===== src/rtl/mem_arb_defs_pkg.sv =====
// rtl/mem_arb_defs_pkg.sv - shared state/owner encodings and grant helper for mem_port_arbiter
package mem_arb_defs;

  typedef enum logic [1:0] {
    ARB_IDLE    = 2'd0,
    ARB_WAIT_IF = 2'd1,
    ARB_WAIT_D  = 2'd2
  } arb_state_e;

  localparam logic OWN_IF = 1'b0;
  localparam logic OWN_D  = 1'b1;

  localparam int DEFAULT_TIMEOUT_CYCLES = 255;

  // On a tie the port that did not win last time gets the grant.
  function automatic logic pick_winner(input logic if_elig, input logic d_elig,
                                       input logic last_owner);
    if (if_elig && d_elig) return ~last_owner;
    else if (d_elig)       return OWN_D;
    else                   return OWN_IF;
  endfunction

endpackage


===== src/rtl/mem_arb_timeout.sv =====
// rtl/mem_arb_timeout.sv - wait-cycle counter that flags an expired memory transaction
module mem_arb_timeout #(
  parameter int TIMEOUT_CYCLES = 255
) (
  input  logic clk_i,
  input  logic rst_ni,
  input  logic wait_i,
  input  logic ack_i,
  output logic expired_o
);

  localparam logic [7:0] LIMIT = 8'(TIMEOUT_CYCLES);

  logic [7:0] cnt_q, cnt_d;

  always_comb begin
    cnt_d = cnt_q;
    if (!wait_i)     cnt_d = 8'd0;
    else if (!ack_i) cnt_d = cnt_q + 8'd1;
  end

  always_ff @(posedge clk_i or negedge rst_ni) begin
    if (!rst_ni) cnt_q <= 8'd0;
    else         cnt_q <= cnt_d;
  end

  assign expired_o = wait_i && (cnt_q == LIMIT);

endmodule


===== src/rtl/mem_port_arbiter.sv =====
// rtl/mem_port_arbiter.sv - fetch/data arbiter for the shared memory port; MEM_ARB_TIMEOUT_EN enables abort on timeout
module mem_port_arbiter
  import mem_arb_defs::*;
#(
  parameter int ADDR_W         = 64,
  parameter int DATA_W         = 64,
  parameter int TIMEOUT_CYCLES = DEFAULT_TIMEOUT_CYCLES
) (
  input  logic              clock,
  input  logic              reset,
  input  logic              if_req,
  input  logic [ADDR_W-1:0] if_addr,
  output logic [DATA_W-1:0] if_rdata,
  output logic              if_done,
  input  logic              d_req,
  input  logic              d_we,
  input  logic [ADDR_W-1:0] d_addr,
  input  logic [DATA_W-1:0] d_wdata,
  output logic [DATA_W-1:0] d_rdata,
  output logic              d_done,
  output logic              mem_req,
  output logic              mem_we,
  output logic [ADDR_W-1:0] mem_addr,
  output logic [DATA_W-1:0] mem_wdata,
  input  logic [DATA_W-1:0] mem_rdata,
  input  logic              mem_ack,
  output logic              busy,
  output logic              owner,
  output logic              timeout_err
);

  if (TIMEOUT_CYCLES < 1 || TIMEOUT_CYCLES > 255) begin : g_bad_timeout
    $error("mem_port_arbiter: TIMEOUT_CYCLES must be in 1..255");
  end

  arb_state_e        state_q, state_d;
  logic              last_owner_q, last_owner_d;
  logic              owner_q, owner_d;
  logic              busy_q, busy_d;
  logic              mem_req_q, mem_req_d;
  logic              mem_we_q, mem_we_d;
  logic [ADDR_W-1:0] mem_addr_q, mem_addr_d;
  logic [DATA_W-1:0] mem_wdata_q, mem_wdata_d;
  logic [DATA_W-1:0] if_rdata_q, if_rdata_d;
  logic [DATA_W-1:0] d_rdata_q, d_rdata_d;
  logic              if_done_q, if_done_d;
  logic              d_done_q, d_done_d;
  logic              timeout_err_q, timeout_err_d;

  logic waiting, expired, if_elig, d_elig, winner;

  assign waiting = (state_q != ARB_IDLE);

`ifdef MEM_ARB_TIMEOUT_EN
  mem_arb_timeout #(.TIMEOUT_CYCLES(TIMEOUT_CYCLES)) u_timeout (
    .clk_i     (clock),
    .rst_ni    (reset),
    .wait_i    (waiting),
    .ack_i     (mem_ack),
    .expired_o (expired)
  );
`else
  assign expired = 1'b0;
`endif

  // A port whose done pulse is showing has not yet dropped its request.
  assign if_elig = if_req && !if_done_q;
  assign d_elig  = d_req && !d_done_q;
  assign winner  = pick_winner(if_elig, d_elig, last_owner_q);

  always_comb begin
    state_d       = state_q;
    last_owner_d  = last_owner_q;
    owner_d       = owner_q;
    busy_d        = busy_q;
    mem_req_d     = mem_req_q;
    mem_we_d      = mem_we_q;
    mem_addr_d    = mem_addr_q;
    mem_wdata_d   = mem_wdata_q;
    if_rdata_d    = if_rdata_q;
    d_rdata_d     = d_rdata_q;
    if_done_d     = 1'b0;
    d_done_d      = 1'b0;
    timeout_err_d = timeout_err_q;

    case (state_q)
      ARB_IDLE: begin
        if (if_elig || d_elig) begin
          mem_req_d    = 1'b1;
          busy_d       = 1'b1;
          owner_d      = winner;
          last_owner_d = winner;
          if (winner == OWN_D) begin
            state_d     = ARB_WAIT_D;
            mem_addr_d  = d_addr;
            mem_wdata_d = d_wdata;
            mem_we_d    = d_we;
          end else begin
            state_d    = ARB_WAIT_IF;
            mem_addr_d = if_addr;
            mem_we_d   = 1'b0;
          end
        end
      end
      ARB_WAIT_IF, ARB_WAIT_D: begin
        if (mem_ack || expired) begin
          state_d   = ARB_IDLE;
          mem_req_d = 1'b0;
          mem_we_d  = 1'b0;
          busy_d    = 1'b0;
          if (state_q == ARB_WAIT_D) d_done_d  = 1'b1;
          else                       if_done_d = 1'b1;
        end
        if (mem_ack) begin
          if (state_q == ARB_WAIT_IF) if_rdata_d = mem_rdata;
          else if (!mem_we_q)         d_rdata_d  = mem_rdata;
        end else if (expired) begin
          timeout_err_d = 1'b1;
          if (state_q == ARB_WAIT_D) d_rdata_d  = '1;
          else                       if_rdata_d = '1;
        end
      end
      default: state_d = ARB_IDLE;
    endcase
  end

  always_ff @(posedge clock or negedge reset) begin
    if (!reset) begin
      state_q       <= ARB_IDLE;
      last_owner_q  <= OWN_D;
      owner_q       <= OWN_IF;
      busy_q        <= 1'b0;
      mem_req_q     <= 1'b0;
      mem_we_q      <= 1'b0;
      mem_addr_q    <= '0;
      mem_wdata_q   <= '0;
      if_rdata_q    <= '0;
      d_rdata_q     <= '0;
      if_done_q     <= 1'b0;
      d_done_q      <= 1'b0;
      timeout_err_q <= 1'b0;
    end else begin
      state_q       <= state_d;
      last_owner_q  <= last_owner_d;
      owner_q       <= owner_d;
      busy_q        <= busy_d;
      mem_req_q     <= mem_req_d;
      mem_we_q      <= mem_we_d;
      mem_addr_q    <= mem_addr_d;
      mem_wdata_q   <= mem_wdata_d;
      if_rdata_q    <= if_rdata_d;
      d_rdata_q     <= d_rdata_d;
      if_done_q     <= if_done_d;
      d_done_q      <= d_done_d;
      timeout_err_q <= timeout_err_d;
    end
  end

  assign if_rdata    = if_rdata_q;
  assign if_done     = if_done_q;
  assign d_rdata     = d_rdata_q;
  assign d_done      = d_done_q;
  assign mem_req     = mem_req_q;
  assign mem_we      = mem_we_q;
  assign mem_addr    = mem_addr_q;
  assign mem_wdata   = mem_wdata_q;
  assign busy        = busy_q;
  assign owner       = owner_q;
  assign timeout_err = timeout_err_q;

endmodule


===== config.mk =====
export PLATFORM = sky130hd
export DESIGN_NAME = mem_port_arbiter
export DESIGN_NICKNAME = d
export VERILOG_FILES = /design/src/rtl/mem_arb_defs_pkg.sv /design/src/rtl/mem_arb_timeout.sv /design/src/rtl/mem_port_arbiter.sv
export SDC_FILE = /design/constraint.sdc
export NUM_CORES = 1
export LEC_CHECK = 0
export CAP_MARGIN = 0
export CORE_AREA = 8 8 199 201
export CTS_BUF_LIST = sky130_fd_sc_hd__clkbuf_4 sky130_fd_sc_hd__clkbuf_8
export CTS_CLUSTER_SIZE = 16
export DETAILED_ROUTE_END_ITERATION = 10
export DIE_AREA = 0 0 207 209
export GPL_ROUTABILITY_DRIVEN = 0
export HOLD_SLACK_MARGIN = 0.15
export REMOVE_ABC_BUFFERS = 1
export SETUP_SLACK_MARGIN = 0.4
export SLEW_MARGIN = 20
export SYNTH_ARGS = -nofsm -noshare
export SYNTH_HDL_FRONTEND = slang
export SYNTH_SLANG_ARGS = --single-unit

===== constraint.sdc =====
create_clock -name clock -period 2.6 [get_ports clock]
set_clock_uncertainty 0.2 [all_clocks]
set_input_delay 0.52 -clock clock [delete_from_list [all_inputs] [get_ports clock]]
set_output_delay 0.52 -clock clock [all_outputs]
set_load 0.005 [all_outputs]

Yosys cells after proc, flatten, opt, wreduce, memory -nomap -nowiden. Cells that the tools add are included.

Flip-flop bits (word level): 264. Bits in latches: 0. Memory bits (writable): 0. ROM bits: 0. Bits of input ports: 262. Output and inout bits: 263. Logic and storage cells: 52. Memories kept: 0.

Add/sub/neg operators: 0. Multiply operators: 0. Div/mod/pow operators: 0. Magnitude comparators: 0. Eq/ne operators: 4. Shifts and indexed selects: 0. Muxes and demuxes: 19. Bitwise logic cells: 3. Reduce and logical (&&, ||, !) cells: 15.

Operators by type and width (count): $mux W64 (1); $mux W1 (12); $reduce_and A3 Y1 (3); $mux W2 (3); $ne A2 B2 Y1 const B (2); $pmux W1 S2 (2); $pmux W2 S2 (1); $reduce_and A2 Y1 (2); $reduce_and A4 Y1 (1); $logic_and A1 B1 Y1 (3); $not A1 Y1 (3); $eq A2 B1 Y1 const B (1); $eq A2 B2 Y1 const B (1); $logic_not A1 Y1 (2); $logic_not A2 Y1 (1); $reduce_bool A2 Y1 (1); $reduce_or A2 Y1 (1); $logic_or A1 B1 Y1 (1).

Depth between registers and ports, before layout.
Word-level depth: 7. Mapped depth: 8. Gate-level depth less buffers: 5.

Least setup slack after synthesis. Ideal clock, no wire load.

Path type: reg2reg. From: register state_q[0]. To: register d_rdata_q[3], in the netlist d_rdata[3]. Library setup time: 125 ps. Arrival time: 1742 ps. Data required time: 2275 ps. Slack: 533 ps. Stages on the path, launching flop included: 7. Path buffers: 1. Period minus slack after synthesis: 2067 ps. Path through: dfrtp_1 > inv_1 > ha_1 > nand2_1 > nor3_4 > buf_6 > mux2_2.

Cells in the longest elaborated chain, start to end: 3. Elaborated cells on any way between the ends: 5. Classes of those cells: 2 x eq/ne; 1 x bitwise; 2 x reduce/logical.

RTL lines: from (decl) (RTL line mem_port_arbiter.sv:36) `arb_state_e state_q, state_d;`; from (signal assigned) (RTL line mem_port_arbiter.sv:143) `state_q <= state_d;`; $eq A2 B2 Y1 / $eq A2 B1 Y1 (equally long branches) (RTL line mem_port_arbiter.sv:86, mem_port_arbiter.sv:115); $reduce_or A2 Y1 / $not A1 Y1 (equally long branches); $reduce_and A4 Y1 (no source line) *; to (signal assigned) (RTL line mem_port_arbiter.sv:152) `d_rdata_q <= d_rdata_d;`; to (decl) (RTL line mem_port_arbiter.sv:45) `logic [DATA_W-1:0] d_rdata_q, d_rdata_d;`.

Every way passes the cells marked *; elsewhere a longest branch is shown, timed or not. A chain may end at the register's enable or synchronous reset.

==> out/results.txt <==
Row cnt - 70
Post-DR wirelength/cell - 22.1 um
Power Total - 19700 uW
Layout cell share with drive strength beyond 1 - 0.241
Async SR Flop Fraction - 1.00
Post-Synth XOR/XNOR Area - 0
Seq/Total Area, Yosys - 0.626
CP Launch Type - flip-flop
Area of placed instances - 16500 um2
Core ar. - 36300 um2
Worst IR Drop VDD - 0.600 mV
Vias in the first global route - 9162
Post-detailed-routing wire length - 39100 um
Mux cell area share after synthesis - 0.205
Nets - 1533
DP HPWL - 29200 um
Setup TNS - 0 ns
Drt via density - 4.71
Capture point of the worst path - busy
CP max-delay cell - dfrtp_2
Final Cell Area - 17300 um2
ANT nets after route - 0
RSZ-0062 raised after global routing - no
# IOs - 525
Reg2Reg Depth - 7
Clock tree from TritonCTS - yes
# DRC - 0
Highest Clock Rate - 473 MHz
# fillers - 3371
Most frequent cell after synthesis - dfrtp_1
Vert. Die Dim - 209 um
Pwr/cell area - 1140 nW/um2
Hold crit path type - reg -> reg
Normalized max-slew margin - 0.646
Initial Util - 0.291
Clock H-tree levels - 2
Worst reg-to-reg setup slack - 0.53 ns
Syn avg cell area - 14.8 um2
Adder-Cell Fraction of Synth Area - 0.00355
Final max-slew violation count - 0
GRT Residual Overflow - 0
Initial antenna violation count - 2
Crit-path cells - buf_4, dlygate4sd2_1
Reg2Reg Capture Point - d_rdata[5]
Setup violators final - 0
Largest family of logic cells by synthesized area - multiplexers
Critical path arrival - 1.39 ns
Final Hold Viols - 0
Simple-gate share of the synthesized area - 0.0605
Post-synth top area share - 0.623
Layout area overhead - 63.6%
Clock sink count - 264
Synthesis warning total - 0
Status - finished clean
Largest cells by area after synthesis - dfrtp_1 62%, mux2_2 17%, mux2_1 3.8%
First-pass GRT wire length - 59600 um
Synth Cell Area - 10600 um2
Element type at the critical path end - primary output
Num CTS Buffers - 47
CTS Buffer Depth - 3
Critical Path Max Stage Delay - 0.40 ns
Reg clk slew, reported paths - 0.06 ns
Die width - 207 um
Synth Flop Type - dfrtp_1
Yosys cell types - 39
DR vias - 8331
Worst-margin pin slew - 0.530 ns
DRT iter0 DRCs - 274
Max Cap Viol - 0
Cell count after synthesis - 715
Area leader, netlist - dfrtp_1
CP Data Required Time - 1.88 ns
CP Launch Point - mem_req
Leakage - 0.00770 uW
Global-route usage over all layers - 0.176
Tcrit/Tclk final - 0.813
R2R Path Start - state_q[0]
Number of synthesized flops with an enable pin - 0
Clock root buffer - clkbuf_8
Worst-Skew Late Latency - 0.57 ns
Minimum clock period - 2.11 ns
Synthesis-stage register bit count - 264
Pin count of the biggest net entering global routing - 62
Crit Path Max Fanout - 3
Synth Area in Compound Gates - 0.0720
Port bufs - 523
TritonRoute pass-1 iters - 4
Synth cell count leaders - 263 x dfrtp_1, 156 x mux2_2, 39 x nand2_1
WS Path Type - reg -> out
Die area - 43300 um2
==> worst max-delay path: cells and delay by family (launching register included) <==
family / cells / cell delay, ns
buf+inv: 2 / 0.42
flops: 1 / 0.40
==> state kept, by name, summed over array words and instances (netlist names) <==
name	count
mem_addr	64
mem_wdata	64
mem_we	1
owner	1
d_rdata	64
state_q	2
d_done	1
if_done	1
mem_req	1
last_owner_q	1
if_rdata	64
==> final cells by class <==
cell class | count | area, um2 | share of cell area
Tap cell | 468 | 586 | 0.0339
Multi-Input combinational cell | 391 | 3650 | 0.211
Sequential cell | 264 | 6610 | 0.383
Timing Repair Buffer | 560 | 5410 | 0.313
Inverter | 4 | 15.0 | 0.000869
Clock inverter | 6 | 61.3 | 0.00355
Antenna cell | 1 | 2.50 | 0.000145
Clock buffer | 76 | 952 | 0.0551
==> report_power, final <==
| part | switching (uW) | total, uW | leakage, uW | internal (uW) |
|---|---|---|---|---|
| combinational | 3540 | 8370 | 0.00402 | 4830 |
| clock | 1720 | 4130 | 0.000538 | 2410 |
| sequential | 1020 | 7210 | 0.00315 | 6180 |
| total | 6280 | 19700 | 0.00770 | 13400 |
==> through the flow <==
stage	setup WS [ns]	util	std cells	hold WS [ns]
detailed placement	0.125	0.454	1678	0.274
global placement	0.125	0.454	1678	0.267
global route	0.413	0.477	1770	0.269
finish	0.486	0.477	1770	0.277
CTS	0.392	0.476	1766	0.241
floorplan	-1.85	-	659	0.0244
==> placed cells by master (no fill, tap or decap), drive strengths merged, types with 3 or more instances in the layout <==
| cell type | count |
|---|---|
| dfrtp | 263 |
| dlygate4sd2 | 262 |
| clkdlybuf4s50 | 260 |
| mux2 | 192 |
| clkbuf | 76 |
| nand2 | 39 |
| nor3 | 39 |
| a221o | 38 |
| buf | 36 |
| or4 | 26 |
| o221a | 26 |
| inv | 5 |
| clkinv | 3 |
| nor2b | 3 |
| ha | 3 |
==> logic make-up (layout without fill, tap and decap cells) <==
kind of cell               count (synthesis)  after routing
DFF                                      264            264
muxes                                    192            192
and+or+nand+nor                          119            119
AOI/OAI and AO/OA                         76             76
buffers and inverters                     60            646
adders and majority gates                  3              3
other                                      1              2
==> timing repair <==
action	4_1_cts	5_1_grt
gates resized for setup	266	0
pin swaps	1	2
setup buffers	4	3
gates cloned	1	0
setup endpoints to repair	326	49
hold endpoints to repair	166	0
hold buffers	1	0
==> per-layer routing <==
layer	vias to the layer above	global-route usage	wire, um
met5	-	0	19
met2	355	0.292	18900
met4	2	0.0626	911
li1	3785	-	-
met1	4130	0.203	15500
met3	59	0.0754	3740
==> worst min path at each step <==
stage	start	to	slack, ns	cells past startpoint
4_1_cts	reset	d_rdata[16]	0.24	2
3_3_place_gp	d_rdata[39]	d_rdata[39]	0.27	1
3_5_place_dp	mem_wdata[54]	mem_wdata[54]	0.27	1
5_1_grt	d_we	mem_we	0.27	3
2_1_floorplan	reset	d_done	0.02	0
6_report	mem_wdata[54]	mem_wdata[54]	0.28	1
No activity file was read; power rests on OpenSTA's default activity.
==> patch 1 (same flow settings) <==
Build with the macro `MEM_ARB_TIMEOUT_EN` defined.
--- a/src/rtl/mem_port_arbiter.sv
+++ b/src/rtl/mem_port_arbiter.sv
@@ -1,3 +1,5 @@
 // rtl/mem_port_arbiter.sv - fetch/data arbiter for the shared memory port; MEM_ARB_TIMEOUT_EN enables abort on timeout
+`define MEM_ARB_TIMEOUT_EN
+
 module mem_port_arbiter
   import mem_arb_defs::*;
Formal check against the unedited RTL: same outputs for any inputs over 4 cycles, from zero or initial values and one cycle with reset low; that may be too few to reach the edited logic, so the function may still have changed.
==> patch 1 against the original RTL <==
- setup slack got worse by 62 ps
- combinational power increased by 0.8%
- non-clock buffer count increased by 31
- hold slack got worse by 23 ps
- power increased by 4.2%
- routed wire length increased by 1.6%
- sequential cell count increased by 9
- area after synthesis increased by 0.95%
- design area increased by 4.3%
==> patch 1: results (changes against the original RTL) <==
The tools report the met3 track demand over resource as 7.69% (+0.15 points). After synthesis, the cell types taking the most area are sky130_fd_sc_hd__dfrtp_1, sky130_fd_sc_hd__o22a_1, sky130_fd_sc_hd__mux2_2. The cell count after placement was 1765 (+5.2%); the total via count in the routed design was 8737 (+4.9%).

TritonCTS buffer count: 50 (+6.4%). The detail-routed via count per cell is 4.65 (-1.2%), and the placed wire-length estimate after detailed placement is 29700 um (+1.7%). For the met2 capacity usage during global routing, the log shows 30.2% (+1.1 points).

The path with the worst hold slack has its endpoint at timeout_err. The fraction of power consumed by combinational cells is 41.1% (-1.4 points). In this run the critical register-to-register path is launched from state_q[1]. The arrival time of the worst setup path was 2490 ps (+1100 ps); the relative slew slack was 61.2% (-3.4 points).

The highest layer touched by signal routing is met4. Register-to-register setup slack: 420 ps (-110 ps). The cell depth of the worst flop-to-flop path is 9 (+2), and the iteration-0 DRC count of the detailed router is 318 (+16%).

For the via count of the first global-routing pass, the log shows 9628 (+5.1%). In this run the most critical hold path is launched from timeout_err. The routed length per placed instance works out to 21.2 um (-4.2%).

The run finished with clean final reports. For the worst hold-check slack, the log shows 254 ps (-22.8 ps). The number of cells on the worst hold path was 2 (+1). The logs give 19400 um (+2.7%) for the sum of met2 wire segment lengths after detailed routing and 60700 um (+1.7%) for the global-route wire length before repair.

The synthesized netlist cell count was 784 (+9.7%). The pin count of the biggest net entering global routing came out at 70 (+13%). Maximum fanout count along the critical path: 5 (+2). The met3 wirelength from detailed routing came out at 3930 um (+5.1%). The peak supply drop is 604 uV (+0.63%). The share of layout cells above drive strength 1 was 17.0% (-7.2 points); the leakage dissipation was 8.03 nW (+4.2%).

The total power density per cell area is 1140 mW/mm2 (-0.13%). For the global-route met1 utilization, the log shows 20.1% (-0.20 points).
## patch 1: cell types whose count changed in the layout (fill, tap and decap cells not counted), moves of 10 or more
cell / unedited run / this run
sky130_fd_sc_hd__o22a_1: 0 / 128
sky130_fd_sc_hd__mux2_2: 156 / 64
sky130_fd_sc_hd__o21ai_0: 1 / 68
sky130_fd_sc_hd__mux2i_1: 0 / 65
sky130_fd_sc_hd__a221o_1: 38 / 0
sky130_fd_sc_hd__nor3_1: 38 / 1
sky130_fd_sc_hd__mux2_1: 36 / 0
sky130_fd_sc_hd__nand2_1: 38 / 67
sky130_fd_sc_hd__o221a_2: 26 / 0
sky130_fd_sc_hd__or4_1: 26 / 0
sky130_fd_sc_hd__buf_4: 20 / 38
sky130_fd_sc_hd__dfrtp_1: 262 / 272
## patch 1: cell type report
cell class                      instances  area, um2  share of cell area (%)
Sequential cell                       273       6830                    37.9
Tap cell                              468        586                    3.25
Timing Repair Buffer                  591       5820                    32.3
Clock buffer                           81       1010                    5.60
Clock inverter                         11        158                   0.875
Multi-Input combinational cell        449       3590                    19.9
Inverter                                5       18.8                   0.104
Antenna cell                            1       2.50                  0.0139
## patch 1: cells by family after synthesis
kind of cell	share of synthesized area (%)
flip-flops	64.1
AO/OA/AOI/OAI	15.2
multiplexers	12.9
AND/OR/NAND/NOR	4.20
buffers and inverters	2.79
XOR/XNOR	0.411
adder cells (fa/ha/maj)	0.469
## patch 1: worst max-delay path: cells and delay by family (launching register included)
kind                     cells  cell delay (ps)
AO/OA/AOI/OAI                2              280
flip-flops                   1              380
adder cells (fa/ha/maj)      1              150
AND/OR/NAND/NOR              2              600
buffers and inverters        4              500
==> patch 2 (same flow settings) <==
Made on the original files. `mem_addr_q` no longer has a reset.
--- a/src/rtl/mem_port_arbiter.sv
+++ b/src/rtl/mem_port_arbiter.sv
@@ -133,5 +133,4 @@
       mem_req_q     <= 1'b0;
       mem_we_q      <= 1'b0;
-      mem_addr_q    <= '0;
       mem_wdata_q   <= '0;
       if_rdata_q    <= '0;
@@ -147,5 +146,4 @@
       mem_req_q     <= mem_req_d;
       mem_we_q      <= mem_we_d;
-      mem_addr_q    <= mem_addr_d;
       mem_wdata_q   <= mem_wdata_d;
       if_rdata_q    <= if_rdata_d;
@@ -155,4 +153,8 @@
       timeout_err_q <= timeout_err_d;
     end
+  end
+
+  always_ff @(posedge clock) begin
+    mem_addr_q <= mem_addr_d;
   end
 
Check against the original RTL: not settled (the Yosys comparison gave no result); the edit may change what the design does.
==> patch 2 against the original RTL <==
- count of clock-buffer cells in the layout is 6 lower
- design area is 1.3% lower
- sequential cell count stayed put
- clock power is 4% lower
- global-route usage is 1.2 points lower
- critical endpoint is now mem_wdata[49]
- hold slack better by 0.94 ps
- setup slack hardly changed
- power is 5.9% lower
- utilization is 0.63 points lower
- via count is 12% lower
- critical path type is now register to register
- routed wire length is 6.7% lower
- area after synthesis is 2.4% lower
==> patch 2: results (changes against the original RTL) <==
The post-synthesis compound-gate area fraction works out to 1.09% (-6.1 points). Global-route usage over all layers: 16.5% (-1.2 points). The logs give 58.6% (-6.0 points) for the relative slew slack and 7308 (-12%) for the total via count in the routed design. Among all stages on the critical path, the largest delay is contributed by sky130_fd_sc_hd__dfrtp_1. The leakage dissipation is 7.38 nW (-4.3%), and the share of layout cells above drive strength 1 is 30.4% (+6.3 points). The adder-cell share of the synthesized area was 0.364% (+0.0088 points). The iteration-0 DRC count of the detailed router is 196 (-28%), and the arrival time of the worst setup path is 2370 ps (+980 ps).

Ranked by total cell area, the synthesized netlist is headed by sky130_fd_sc_hd__dfrtp_1, sky130_fd_sc_hd__mux2_2, sky130_fd_sc_hd__edfxtp_1. The net total in the final layout was 1431 (-6.7%); the pin count of the biggest net entering global routing was 71 (+15%). For the global-route wire length before repair, the log shows 54400 um (-8.9%). The sequential-to-total area share from yosys stat is 67.2% (+4.7 points). The unique cell type count in the Yosys netlist is 33 (-15%). The logs give 8346 (-8.9%) for the via count of the first global-routing pass and 36500 um (-6.7%) for the post-detailed-routing wire length. Number of antenna violations at the first check in global routing: 4 (+2). The detail-routed via count per cell is 4.39 (-6.8%). The mux contribution to synthesized area works out to 28.0% (+7.5 points). By count the netlist is led by sky130_fd_sc_hd__mux2_2, sky130_fd_sc_hd__dfrtp_1, sky130_fd_sc_hd__edfxtp_1. The maximum fanout count along the critical path is 27 (+24), and the async set-or-reset flop fraction in the synthesized netlist is 75.8% (-24 points). The run finished with clean final reports.
## patch 2: worst reg2reg max path, cell delays in order (launching register included)
cell and delay, ps:
sky130_fd_sc_hd__dfrtp_1 390, sky130_fd_sc_hd__inv_1 150, sky130_fd_sc_hd__ha_4 200, sky130_fd_sc_hd__inv_1 90
sky130_fd_sc_hd__a211oi_4 230, sky130_fd_sc_hd__buf_12 160, sky130_fd_sc_hd__buf_12 180, sky130_fd_sc_hd__mux2_2 380
## patch 2: path summary, 6_finish.rpt
path	from	endpoint	slack, ps	cells after the start
setup / recovery	state_q[1]	mem_wdata[49]	490	7
hold / removal	d_rdata[62]	d_rdata[62]	280	1
setup reg to reg	state_q[1]	mem_wdata[49]	490	7
hold reg to reg	d_rdata[62]	d_rdata[62]	280	1
max in group asynchronous	reset	last_owner_q	1140	3
min in group asynchronous	reset	if_rdata[12]	320	2
## patch 2: per-layer routing
layer | GRT usage [%] | vias to the layer above
met3 | 7.32 | 77
met5 | 0 | -
li1 | - | 3306
met4 | 7.54 | 2
met1 | 18.0 | 3620
met2 | 27.4 | 303
## patch 2: timing repair
action                                  4_1_cts  5_1_grt
endpoints found under the setup margin      359       61
pin swaps                                     1        2
endpoints found under the hold margin        62        0
gates cloned                                  2        0
hold buffers                                  1        0
setup buffers                                 6        1
resized for setup                           270        2
## patch 2: layout make-up
class,instances,area [um2]
fill,3331,19200
sequential,264,6930
timing repair buffer,559,5390
multi-input combinational,289,3170
clock buffer,70,863
tap,468,586
clock inverter,9,90.1
inverter,5,18.8
antenna,2,5.00
## patch 2: power by group
part | switching [mW] | internal [mW] | total [mW]
Clock | 1.68 | 2.30 | 3.98
Sequential | 0.847 | 6.36 | 7.21
Combinational | 2.98 | 4.36 | 7.35
